### src/rtl/fetch_unit.sv
// rtl/fetch_unit.sv - Instruction-fetch stage: PC register, single-outstanding imem request, issue to decode.
// Alternates FETCH (request word at pc) and ISSUE (hold instruction until consumed, then compute next pc).
module fetch_unit #(
    parameter int                    DATA_WIDTH = 32,
    parameter int                    ADDR_WIDTH = 32,
    parameter logic [ADDR_WIDTH-1:0] RESET_PC   = 32'h0000_0000,
    parameter logic [DATA_WIDTH-1:0] NOP_INSTR  = 32'h0000_0013
) (
    input  logic                  clk,
    input  logic                  rst,
    input  logic                  pcsrc,
    input  logic [DATA_WIDTH-1:0] immop,
    input  logic                  stall,
    output logic                  imem_req,
    output logic [ADDR_WIDTH-1:0] imem_addr,
    input  logic [DATA_WIDTH-1:0] imem_rdata,
    input  logic                  imem_valid,
    output logic [DATA_WIDTH-1:0] instr,
    output logic                  instr_valid,
    output logic [ADDR_WIDTH-1:0] instr_pc,
    output logic [ADDR_WIDTH-1:0] pc_plus4,
    output logic                  misalign
);

    typedef enum logic {
        FETCH = 1'b0,
        ISSUE = 1'b1
    } state_t;

    state_t                  r_state;
    logic [ADDR_WIDTH-1:0]   r_pc;
    logic [DATA_WIDTH-1:0]   r_instr;
    logic                    r_instr_valid;
    logic [ADDR_WIDTH-1:0]   r_instr_pc;
    logic                    r_misalign;

    logic [ADDR_WIDTH-1:0]   w_seq_pc;
    logic [ADDR_WIDTH-1:0]   w_target;
    logic [ADDR_WIDTH-1:0]   w_next_pc;
    logic                    w_consume;
    logic                    w_target_misaligned;

    assign w_seq_pc            = r_instr_pc + ADDR_WIDTH'(4);
    assign w_target            = r_instr_pc + immop[ADDR_WIDTH-1:0];
    assign w_target_misaligned = pcsrc && (w_target[1:0] != 2'b00);
    // Branch targets are forced to word alignment; the misalign pulse reports the fix-up.
    assign w_next_pc           = pcsrc ? {w_target[ADDR_WIDTH-1:2], 2'b00} : w_seq_pc;
    assign w_consume           = (r_state == ISSUE) && !stall;

    always_ff @(posedge clk or posedge rst) begin
        if (rst) begin
            r_state       <= FETCH;
            r_pc          <= RESET_PC;
            r_instr       <= NOP_INSTR;
            r_instr_valid <= 1'b0;
            r_instr_pc    <= RESET_PC;
            r_misalign    <= 1'b0;
        end else begin
            r_misalign <= 1'b0;
            case (r_state)
                FETCH: begin
                    if (imem_valid) begin
                        r_instr       <= imem_rdata;
                        r_instr_pc    <= r_pc;
                        r_instr_valid <= 1'b1;
                        r_state       <= ISSUE;
                    end
                end
                ISSUE: begin
                    if (w_consume) begin
                        r_pc          <= w_next_pc;
                        r_instr       <= NOP_INSTR;
                        r_instr_valid <= 1'b0;
                        r_misalign    <= w_target_misaligned;
                        r_state       <= FETCH;
                    end
                end
                default: r_state <= FETCH;
            endcase
        end
    end

    // Request is gated by rst so it drops in the same cycle reset is asserted.
    assign imem_req    = (r_state == FETCH) && !rst;
    assign imem_addr   = r_pc;
    assign instr       = r_instr;
    assign instr_valid = r_instr_valid;
    assign instr_pc    = r_instr_pc;
    assign pc_plus4    = w_seq_pc;
    assign misalign    = r_misalign;

endmodule
### config.mk
export PLATFORM = sky130hd
export DESIGN_NAME = fetch_unit
export DESIGN_NICKNAME = d
export VERILOG_FILES = /design/src/rtl/fetch_unit.sv
export SDC_FILE = /design/constraint.sdc
export NUM_CORES = 1
export LEC_CHECK = 0
export ABC_AREA = 1
export BUFFER_PORTS_ARGS = -buffer_cell sky130_fd_sc_hd__buf_2
export CAP_MARGIN = 20
export CORE_ASPECT_RATIO = 1.2
export CORE_MARGIN = 4
export CORE_UTILIZATION = 45
export DETAILED_ROUTE_END_ITERATION = 12
export MAX_ROUTING_LAYER = met4
export PLACE_DENSITY = 0.73
export RECOVER_POWER = 25
export SYNTH_ARGS = -nofsm -noshare
export SYNTH_HDL_FRONTEND = slang
export SYNTH_SLANG_ARGS = --single-unit
### constraint.sdc
create_clock -name clk -period 2.6 [get_ports clk]
set_input_delay 0.26 -clock clk [delete_from_list [all_inputs] [get_ports clk]]
set_output_delay 0.26 -clock clk [all_outputs]
set_load 0.02 [all_outputs]
[Word-level counts from Yosys, hierarchy flattened]
Index checks and enable logic that the tools add are counted.
W data, S select, Z words.
Word-level totals
  register bits after elaboration: 99
  latch bits: 0
  RAM bits: 0
  ROM bits: 0
  input bits: 69
  output and inout bits: 131
  word-level logic and storage cells: 32
  memories: 0
Operators by class
  add/sub/neg operators: 2
  multipliers: 0
  divide/modulo/power cells: 0
  magnitude comparators: 0
  eq/ne operators: 2
  shift operators: 0
  muxes and demuxes: 12
  bitwise operators: 1
  reduce and logical (&&, ||, !) cells: 9
Operators by type and width (number)
  $mux W32: 3
  $pmux W32 S2: 1
  $add A32 B3 Y32 const B: 1
  $add A32 B32 Y32: 1
  $mux W1: 6
  $reduce_and A2 Y1: 3
  $pmux W1 S2: 2
  $logic_and A1 B1 Y1: 3
  $logic_not A1 Y1: 2
  $ne A2 B1 Y1 const B: 1
  $ne A2 B2 Y1 const B: 1
  $reduce_bool A2 Y1: 1
  $not A1 Y1: 1

[Depth between registers and ports, before layout]
Gate-level depths: netlist of run 1.
  word-level depth: 5
  gate-level depth with buffers: 14
  gate-level depth less buffers: 14

[Worst setup path after synthesis of run 1]
Ideal clock, no wire load.
  path type: flip-flop to flip-flop
  start: register r_instr_pc[0], in the netlist instr_pc[0]
  end: register r_pc[18], in the netlist imem_addr[18]
  setup time: 126 ps
  arrival time: 1874 ps
  required time: 2474 ps
  setup slack: 600 ps
  stages on the path, launching flop included: 15
  buffers on the path: 0
  period minus slack after synthesis: 2000 ps
  cells stage by stage: dfrtp_1 -> ha_1 -> fa_1 -> nand2_1 -> nand3_1 -> nand3_1 -> nand2_1 -> nand2_1 -> nand2_1 -> nand2_1 -> nand2_1 -> nand2_1 -> nand3_1 -> nand2_1 -> o21ai_0
On the way
  cells in the longest elaborated chain, start to end: 2
  elaborated cells between the ends (all ways): 3
  those cells by class: add/sub (2); mux (1)
Ends and longest elaborated chain
  start, declared: line 34  | logic [ADDR_WIDTH-1:0] r_instr_pc;
  start signal, assigned: line 64  | r_instr_pc <= r_pc;
  $add A32 B3 Y32 or $add A32 B32 Y32 (tied branches): line 43, 44
  $mux W32 (*): line 47  | assign w_next_pc = pcsrc ? {w_target[ADDR_WIDTH-1:2], 2'b00} : w_seq_pc;
  end signal, assigned: line 71  | r_pc <= w_next_pc;
  end, declared: line 31  | logic [ADDR_WIDTH-1:0] r_pc;
Mark *: on every way between the ends. The rest lies on a longest branch, timed or not.
A chain may end at the register's enable or synchronous reset.

[Worst setup path in the final report of run 1]
  start: register r_instr_pc[9], in the netlist instr_pc[9]
  end: output port pc_plus4[12]
On the way
  cells in the longest elaborated chain, start to end: 1
Ends and longest elaborated chain
  $add A32 B3 Y32: line 43  | assign w_seq_pc = r_instr_pc + ADDR_WIDTH'(4);
  end, declared: line 21  | output logic [ADDR_WIDTH-1:0] pc_plus4,
No other way between the ends.

==> results of run 1 <==
==> area by class of cell <==
cell class              count  area (um2)
inverters                 153         576
well taps                 204         255
flip-flops and latches     99        2480
fillers                  1515        6550
multi-input cells         743        3830
clock inverters             5        83.8
repair buffers            216        1130
clock buffers              11         243
==> final timing paths <==
path	startpoint	end	slack (ps)
max in group asynchronous	rst	imem_addr[26]	860
min in group asynchronous	rst	instr[23]	220
hold reg to reg	instr[19]	instr[19]	500
setup / recovery	instr_pc[9]	pc_plus4[12]	90
setup reg to reg	instr_pc[0]	imem_addr[22]	200
hold / removal	imem_rdata[9]	instr[9]	130
==> through the flow <==
| stage | instances | hold WS (ps) | utilization | power (W) | worst slack (ps) |
|---|---|---|---|---|---|
| after floorplan | 1021 | 378 | - | 0.00633 | 600 |
| after global placement | 1415 | 427 | 0.548 | 0.00839 | 228 |
| after detailed placement | 1415 | 451 | 0.548 | 0.00841 | 237 |
| after CTS | 1431 | 71.8 | 0.570 | 0.00990 | 101 |
| after global routing | 1431 | 126 | 0.568 | 0.0107 | 16.5 |
| final | 1431 | 130 | 0.568 | 0.00994 | 87.8 |
==> layout by cell type (no fill, tap or decap), types with 7 or more instances in the layout <==
master	instances
xor2_1	15
o21ai_1	8
a21oi_1	31
nand2_1	346
ha_1	32
nor2_2	7
nand4_1	7
buf_2	198
inv_1	149
clkbuf_16	9
dfrtp_1	96
o21ai_0	56
nor2_1	63
a22o_1	29
buf_4	14
xnor2_1	11
nor3_1	15
nand3_1	81
==> routing by layer <==
| layer | vias up | global-route usage |
|---|---|---|
| li1 | 3670 | - |
| met1 | 3485 | 0.367 |
| met2 | 324 | 0.480 |
| met3 | 60 | 0.0412 |
| met4 | 0 | 0.107 |
| met5 | - | - |
==> cells by family (layout without fill, tap and decap cells) <==
group / count (synthesis) / in the layout / synth area share
and+or+nand+nor: 542 / 542 / 0.328
buffers and inverters: 179 / 385 / 0.101
AOI/OAI and AO/OA: 141 / 141 / 0.122
DFF: 99 / 99 / 0.354
adders and majority gates: 33 / 33 / 0.0599
xor gates and xnor gates: 27 / 27 / 0.0348
==> registers in the layout, summed over array words and instances, names as in the netlist <==
signal and cells:
instr_valid 1, r_state 1, instr_pc 32, imem_addr 32
misalign 1, instr 32
==> power breakdown <==
group | internal (W) | switching, W
Combinational | 0.00185 | 0.00385
Clock | 0.000874 | 0.000594
Sequential | 0.00207 | 0.000709
Total | 0.00479 | 0.00515
==> timing repair <==
item,CTS,global route
hold buffers,0,0
endpoints found under the setup margin,0,1
gates resized for setup,0,1
==> flow_summary_export.csv, run 1 <==
group,metric,value,unit
sta,tns,0,ps
routing,routed_via_density,5.27,
clock_network,clk_path_buf_depth,2,
synth,synth_common_cells,"nand2_1, inv_1, dfrtp_1",
status,outcome,"finished clean",
clock_network,postCtsSetupBuffers,0,
synth,synth_area_leaders,"dfrtp_1, nand2_1, inv_1",
synth,yosysMostFrequentCell,"nand2_1",
grt,antenna_found_initial,0,
routing,postRouteAntennaNets,0,
synth,ys_seq_area_frac,0.354,
routing,wl,24600,um
power,p_leak,4.92,nW
final_layout,stdcell_area,0.00860,mm2
setup_path,cp.depth,6,
synth,synth_warnings,0,
setup_path,worst-path-buf-inv,1,
placement,place_hpwl,20000,um
sta,finalHoldViolCount,0,
clock_network,clockRootBuffer,"clkbuf_16",
setup_path,start_kind,"flop",
setup_path,crit_path_frequent_cell,"nor2_2",
grt,grt_pass1_vias,7381,
setup_path,critPathTopFamily,"simple AND/OR/NAND/NOR gates",
synth,ys_ff_latch,99,
routing,routedWlPerCell,17.2,um
grt,grt_pass1_wl,38300,um
sta,fmax,398,MHz
placement,post_dp_cell_area,0.00830,mm2
clock_network,cts_tree,"built",
job,max_cap_violations,0,
routing,dr_total_vias,7539,
power,peakVddDrop,0.449,mV
setup_path,worstSetupPathType,"flop to primary output",
final_layout,area_growth,22.5,%
final_layout,antenna_cells,0,
synth,avgSynthCellArea,6.87,um2
worst_hold_path,worstHoldPathCells,2,
synth,syn_area,0.00702,mm2
final_layout,nets,1324,
sta,fin_crit_sh,0.966,
synth,synth_ff_type,"dfrtp_1",
clock_network,clock_latency,350,ps
sta,finClkSkew,6.83,ps
sta,tightest_slew,1420,ps
routing,wl_met1,10400,um
setup_path,path_cells,"nand2_1, nor2_2, nand4_2, nor2_2, xor2_1, buf_2",
routing,wl_met2,11600,um
worst_hold_path,hold_path.class,"input port to flop",
synth,async_flop_share,1.00,
floorplanning,ios,200,
synth,netlist.area_leader.share,0.342,
routing,routed.top_layer,"met4",
clock_network,htreeDepth,3,
power,power.density,1160,mW/mm2
routing,drt_iter0_drc,609,
grt,grt_usage,0.291,
synth,syn_inst,1021,
floorplanning,die_area,0.0177,mm2
setup_path,required,2340,ps
synth,synth_nets,1123,
clock_network,cts.clk_slew.worst_paths,70,ps
sta,finalMaxSlewViolations,0,
clock_network,clock-sinks,99,
floorplanning,coreArea,0.0151,mm2
routing,dr.pass1.iters,6,
grt,overflow,0,
placement,io_buffers,199,
sta,finalSetupViolations,0,
sta,rsz0062_at_grt,"no",
setup_path,cp_slowest_cell,"dfrtp_1",
final_layout,drive_above_1_share,0.215,
sta,max_slew_margin,0.0510,
synth,synth_top_area_cell,"dfrtp_1",
floorplanning,fp.dieW,122,um
setup_path,worstRegToRegCells,14,
grt,grt_max_degree,45,
routing,wl_met3,1810,um
setup_path,slowest_delay,540,ps
setup_path,path_max_fanout,6,
setup_path,critPathCaptureType,"primary output",
synth,synth_edf_count,0,
floorplanning,initial_core_util,0.463,
placement,gp_congestion,0.962,
floorplanning,placementRows,49,
sta,post-route-min-period,2510,ps
clock_network,cts_made_buffers,9,
floorplanning,die_height,145,um
setup_path,worst_ep_arrival_time,2250,ps
synth,synth.distinct_cells,45,
routing,drc_errors,0,
No activity file was read; power rests on OpenSTA's default activity.
==> run 2, diff against run 1 <==
--- a/config.mk
+++ b/config.mk
@@ -9,7 +9,7 @@
 export BUFFER_PORTS_ARGS = -buffer_cell sky130_fd_sc_hd__buf_2
 export CAP_MARGIN = 20
 export CORE_ASPECT_RATIO = 1.2
-export CORE_MARGIN = 4
+export CORE_MARGIN = 1.5
 export CORE_UTILIZATION = 45
 export DETAILED_ROUTE_END_ITERATION = 12
 export MAX_ROUTING_LAYER = met4
==> constraint.sdc (replaced) <==
create_clock -name clk -period 2.3 [get_ports clk]
set_input_delay 0.23 -clock clk [delete_from_list [all_inputs] [get_ports clk]]
set_output_delay 0.23 -clock clk [all_outputs]
set_load 0.02 [all_outputs]
==> flow_summary_export.csv, run 2 (synthesized netlist as in run 1, its figures left out) <==
group,metric,value,unit
status,outcome,"finished clean",
final_layout,final_common_cell,"nand2_1",
worst_hold_path,hold_start,"imem_rdata[7]",
placement,io_buffers,199,
final_layout,area_growth,26.7,%
grt,grt_pass1_vias,6994,
clock_network,clock_latency,350,ps
grt,antenna_found_initial,0,
routing,routed_via_density,5.18,
clock_network,cts.clk_slew.worst_paths,60,ps
sta,finalMaxSlewViolations,0,
final_layout,layout_common_cells,"nand2_1, inv_1, buf_2, dfrtp_1, nand3_1",
floorplanning,fp.dieW,117,um
floorplanning,coreArea,0.0151,mm2
setup_path,worstRegToRegCells,10,
floorplanning,die_height,140,um
grt,grt-busiest-layer,"met2",
setup_path,r2r_setup_slack,120,ps
grt,grt_usage,0.300,
sta,tightest_slew,1200,ps
placement,gp_congestion,0.977,
clock_network,cts_made_buffers,9,
sta,fin_crit_sh,0.971,
setup_path,worst-path-buf-inv,4,
setup_path,critPathTopFamily,"simple AND/OR/NAND/NOR gates",
setup_path,start_kind,"flop",
setup_path,worstSetupPathType,"flop to primary output",
clock_network,clock-sinks,99,
floorplanning,placementRows,49,
routing,drt_iter0_drc,651,
sta,finClkSkew,7.40,ps
worst_hold_path,hold_path.class,"input port to flop",
floorplanning,die_area,0.0164,mm2
grt,grt_use_met1,0.396,
final_layout,nets,1350,
routing,wl,23600,um
placement,post_dp_cell_area,0.00841,mm2
clock_network,clockRootBuffer,"clkbuf_16",
placement,place_hpwl,19200,um
sta,finalSetupViolations,0,
sta,finalHoldViolCount,0,
clock_network,cts_tree,"built",
sta,max_slew_margin,0.196,
clock_network,clk_path_buf_depth,2,
final_layout,drive_above_1_share,0.207,
routing,drc_errors,0,
setup_path,slowest_delay,420,ps
sta,post-route-min-period,2230,ps
grt,met2_usage,0.475,
floorplanning,initial_core_util,0.463,
setup_path,path_max_fanout,5,
grt,grt_util_met3,0.0318,
setup_path,critPathCaptureType,"primary output",
setup_path,timing.rr.end,"imem_addr[29]",
final_layout,antenna_cells,0,
job,max_cap_violations,0,
placement,pre_cts_ws,93.7,ps
sta,rsz0062_at_grt,"yes",
setup_path,cp.depth,9,
setup_path,cp-startpoint,"instr_pc[19]",
power,peakVddDrop,0.543,mV
grt,grt_max_degree,39,
setup_path,path_cells,"buf_4, inv_1, nor3_4, inv_1, nor3_1, nand3_1, nand2_1, nand2_1, buf_2",
routing,routedWlPerCell,16.2,um
clock_network,htreeDepth,3,
setup_path,worst_ep_arrival_time,2000,ps
floorplanning,ios,200,
power,p_leak,4.88,nW
setup_path,r2r-start,"instr_pc[23]",
grt,overflow,0,
sta,fin_ws,66.5,ps
routing,dr.pass1.iters,5,
grt,grt_pass1_wl,35900,um
routing,dr_total_vias,7543,
final_layout,stdcell_area,0.00889,mm2
sta,fmax,448,MHz
power,power.density,1280,mW/mm2
routing,postRouteAntennaNets,0,
setup_path,required,2070,ps
setup_path,setup.worst_path.end,"pc_plus4[25]",
setup_path,cp_slowest_cell,"dfrtp_1",
==> run 2: where the power goes <==
part           switching, W  internal [W]  total [W]  leakage (nW)
Clock              0.000647      0.000957    0.00160         0.151
Sequential         0.000642       0.00235    0.00299          1.24
Combinational       0.00456       0.00225    0.00680          3.49
Total               0.00585       0.00555     0.0114          4.88
==> run 2: worst register-to-register path, delay by kind of cell (launching register included) <==
family                     cells  cell delay [ps]
adders and majority gates      1              400
DFF                            1              480
and+or+nand+nor                9             1210
==> run 2: metal layers <==
metal | routed length, um | share of wire
met5 | 0 | 0
met4 | 723 | 0.031
met3 | 1810 | 0.077
met2 | 11100 | 0.47
met1 | 9940 | 0.42
==> run 2: final cells by class <==
cell class / count / area [um2]
well taps: 204 / 255
clock buffers: 12 / 236
inverters: 153 / 576
fillers: 1499 / 6250
clock inverters: 4 / 73.8
repair buffers: 242 / 1270
flip-flops and latches: 99 / 2490
multi-input cells: 743 / 3990
==> run 2: how the worst min path moves through the flow <==
stage | end | depth (start not counted)
after global routing | instr[18] | 2
after global placement | imem_addr[1] | 2
after detailed placement | instr_pc[1] | 2
after CTS | instr[25] | 2
final | instr[7] | 2
after floorplan | r_state | 2
==> run 2: stage by stage <==
stage	total power [W]	util	instances	setup TNS (ps)	hold slack (ps)
floorplan	0.00715	-	1021	0	348
global placement	0.00957	0.555	1433	0	331
detailed placement	0.00958	0.555	1433	0	349
CTS	0.0112	0.579	1450	-9.04	92.4
global route	0.0122	0.587	1457	-68.9	106
finish	0.0114	0.587	1457	0	102
==> run 2: repair_timing <==
item | CTS | global route
setup buffers | 0 | 7
hold endpoints to repair | 21 | 0
hold buffers | 1 | 0
resized for setup | 6 | 33
pin swaps | 0 | 7
setup endpoints to repair | 6 | 27
==> run 3, diff against run 2 <==
--- a/config.mk
+++ b/config.mk
@@ -11,10 +11,10 @@
 export CORE_ASPECT_RATIO = 1.2
 export CORE_MARGIN = 1.5
 export CORE_UTILIZATION = 45
+export CTS_CLUSTER_DIAMETER = 100
 export DETAILED_ROUTE_END_ITERATION = 12
 export MAX_ROUTING_LAYER = met4
 export PLACE_DENSITY = 0.73
-export RECOVER_POWER = 25
 export SYNTH_ARGS = -nofsm -noshare
 export SYNTH_HDL_FRONTEND = slang
 export SYNTH_SLANG_ARGS = --single-unit
==> flow_summary_export.csv, run 3 (synthesized netlist as in run 1, its figures left out) <==
group,metric,value,unit
setup_path,required,2070,ps
sta,finalMaxSlewViolations,0,
sta,tns,0,ps
job,max_cap_violations,0,
grt,grt_pass1_vias,6994,
final_layout,layout_common_cells,"nand2_1, buf_2, inv_1, dfrtp_1, nand3_1",
status,outcome,"finished clean",
final_layout,antenna_cells,0,
power,p_sw_frac,0.509,
floorplanning,coreArea,0.0151,mm2
routing,drc_errors,0,
sta,fin_crit_sh,0.984,
routing,drt_iter0_drc,685,
sta,fin_hold_ws,101,ps
setup_path,start_kind,"flop",
floorplanning,initial_core_util,0.463,
clock_network,htreeDepth,3,
routing,routed_via_density,5.19,
grt,grt_usage,0.300,
sta,rsz0062_at_grt,"yes",
placement,post_dp_cell_area,0.00841,mm2
routing,wl,23800,um
floorplanning,fp.dieW,117,um
routing,routedWlPerCell,16.3,um
final_layout,nets,1350,
routing,postRouteAntennaNets,0,
sta,finClkSkew,7.04,ps
grt,overflow,0,
placement,gp_congestion,0.977,
grt,antenna_found_initial,0,
power,power,0.0115,W
sta,fmax,442,MHz
final_layout,final_common_cell,"nand2_1",
power,p_seq_frac,0.260,
power,p_sw,0.00585,W
setup_path,worstSetupPathType,"flop to primary output",
floorplanning,die_height,140,um
placement,place_hpwl,19200,um
floorplanning,placementRows,49,
floorplanning,ios,200,
worst_hold_path,hold_path.class,"input port to flop",
setup_path,critPathCaptureType,"primary output",
clock_network,cts.clk_slew.worst_paths,70,ps
clock_network,clockRootBuffer,"clkbuf_16",
power,p_leak,5.07,nW
grt,grt_pass1_wl,35900,um
sta,max_slew_margin,0.483,
setup_path,worst_ep_arrival_time,2030,ps
grt,grt_max_degree,39,
final_layout,area_growth,27.7,%
clock_network,clock-sinks,99,
sta,tightest_slew,775,ps
power,internal_power,0.00563,W
sta,finalHoldViolCount,0,
placement,io_buffers,199,
routing,dr.pass1.iters,6,
final_layout,drive_above_1_share,0.252,
sta,post-route-min-period,2260,ps
final_layout,stdcell_area,0.00896,mm2
setup_path,path_max_fanout,5,
routing,dr_total_vias,7555,
power,peakVddDrop,0.544,mV
sta,finalSetupViolations,0,
power,power.density,1280,mW/mm2
clock_network,clock_latency,350,ps
clock_network,clk_path_buf_depth,2,
floorplanning,die_area,0.0164,mm2
power,pwr-share-clk,0.140,
power,pwr-share-comb,0.600,
setup_path,r2r_setup_slack,120,ps
clock_network,cts_made_buffers,9,
clock_network,cts_tree,"built",
[run 3: cell count changes in the layout (fill, tap and decap cells not counted), sizes merged]
| cell | previous run | this run |
|---|---|---|
| clkbuf | 69 | 12 |
| buf | 184 | 241 |
[run 3: layout make-up]
cell class	count	area [um2]
Fill cell	1472	6180
Multi-Input combinational cell	743	3990
Sequential cell	99	2490
Timing Repair Buffer	242	1350
Inverter	153	578
Tap cell	204	255
Clock buffer	12	236
Clock inverter	4	73.8
[run 3: final timing paths]
check	cells after the start	startpoint	to
max in group asynchronous	4	rst	instr_pc[14]
worst max-delay path	9	instr_pc[19]	pc_plus4[25]
worst max register to register	10	instr_pc[24]	imem_addr[29]
min in group asynchronous	3	rst	imem_addr[5]
worst min register to register	1	instr[8]	instr[8]
worst min-delay path	2	imem_rdata[25]	instr[25]
[run 3: worst max-delay path, cell delays in order, from the launching register on]
cell,delay (ps)
dfrtp_1,430
buf_4,180
inv_1,120
nor3_4,240
inv_1,60
nor3_1,190
nand3_1,140
nand2_1,100
nand2_1,80
buf_2,160
[run 3: per-stage QoR]
| step | util | worst slack, ps | cells |
|---|---|---|---|
| after floorplan | - | 300 | 1021 |
| after global placement | 0.555 | 145 | 1433 |
| after detailed placement | 0.555 | 93.7 | 1433 |
| after CTS | 0.579 | -9.04 | 1450 |
| after global routing | 0.592 | -52.6 | 1457 |
| final | 0.592 | 36.9 | 1457 |
[run 3: what timing repair did]
action,CTS,global route
resized for setup,6,33
buffers inserted,0,7
endpoints found under the setup margin,6,27
endpoints found under the hold margin,21,0
pin swaps,0,7
hold buffers,1,0
[run 3: routing by layer]
layer | vias to the layer above | routed length [um] | global-route usage
met5 | - | 0 | -
met1 | 3432 | 9970 | 0.396
met3 | 47 | 1910 | 0.0318
met4 | 0 | 745 | 0.108
li1 | 3713 | - | -
met2 | 363 | 11100 | 0.475
[run 3: power by group through the flow]
| stage | clock, W | sequential (W) | combinational [W] |
|---|---|---|---|
| 2_1_floorplan | 0 | 0.00363 | 0.00352 |
| 3_3_place_gp | 0 | 0.00297 | 0.00659 |
| 3_5_place_dp | 0 | 0.00296 | 0.00662 |
| 4_1_cts | 0.00162 | 0.00295 | 0.00666 |
| 5_1_grt | 0.00168 | 0.00304 | 0.00752 |
| 6_report | 0.00160 | 0.00299 | 0.00689 |
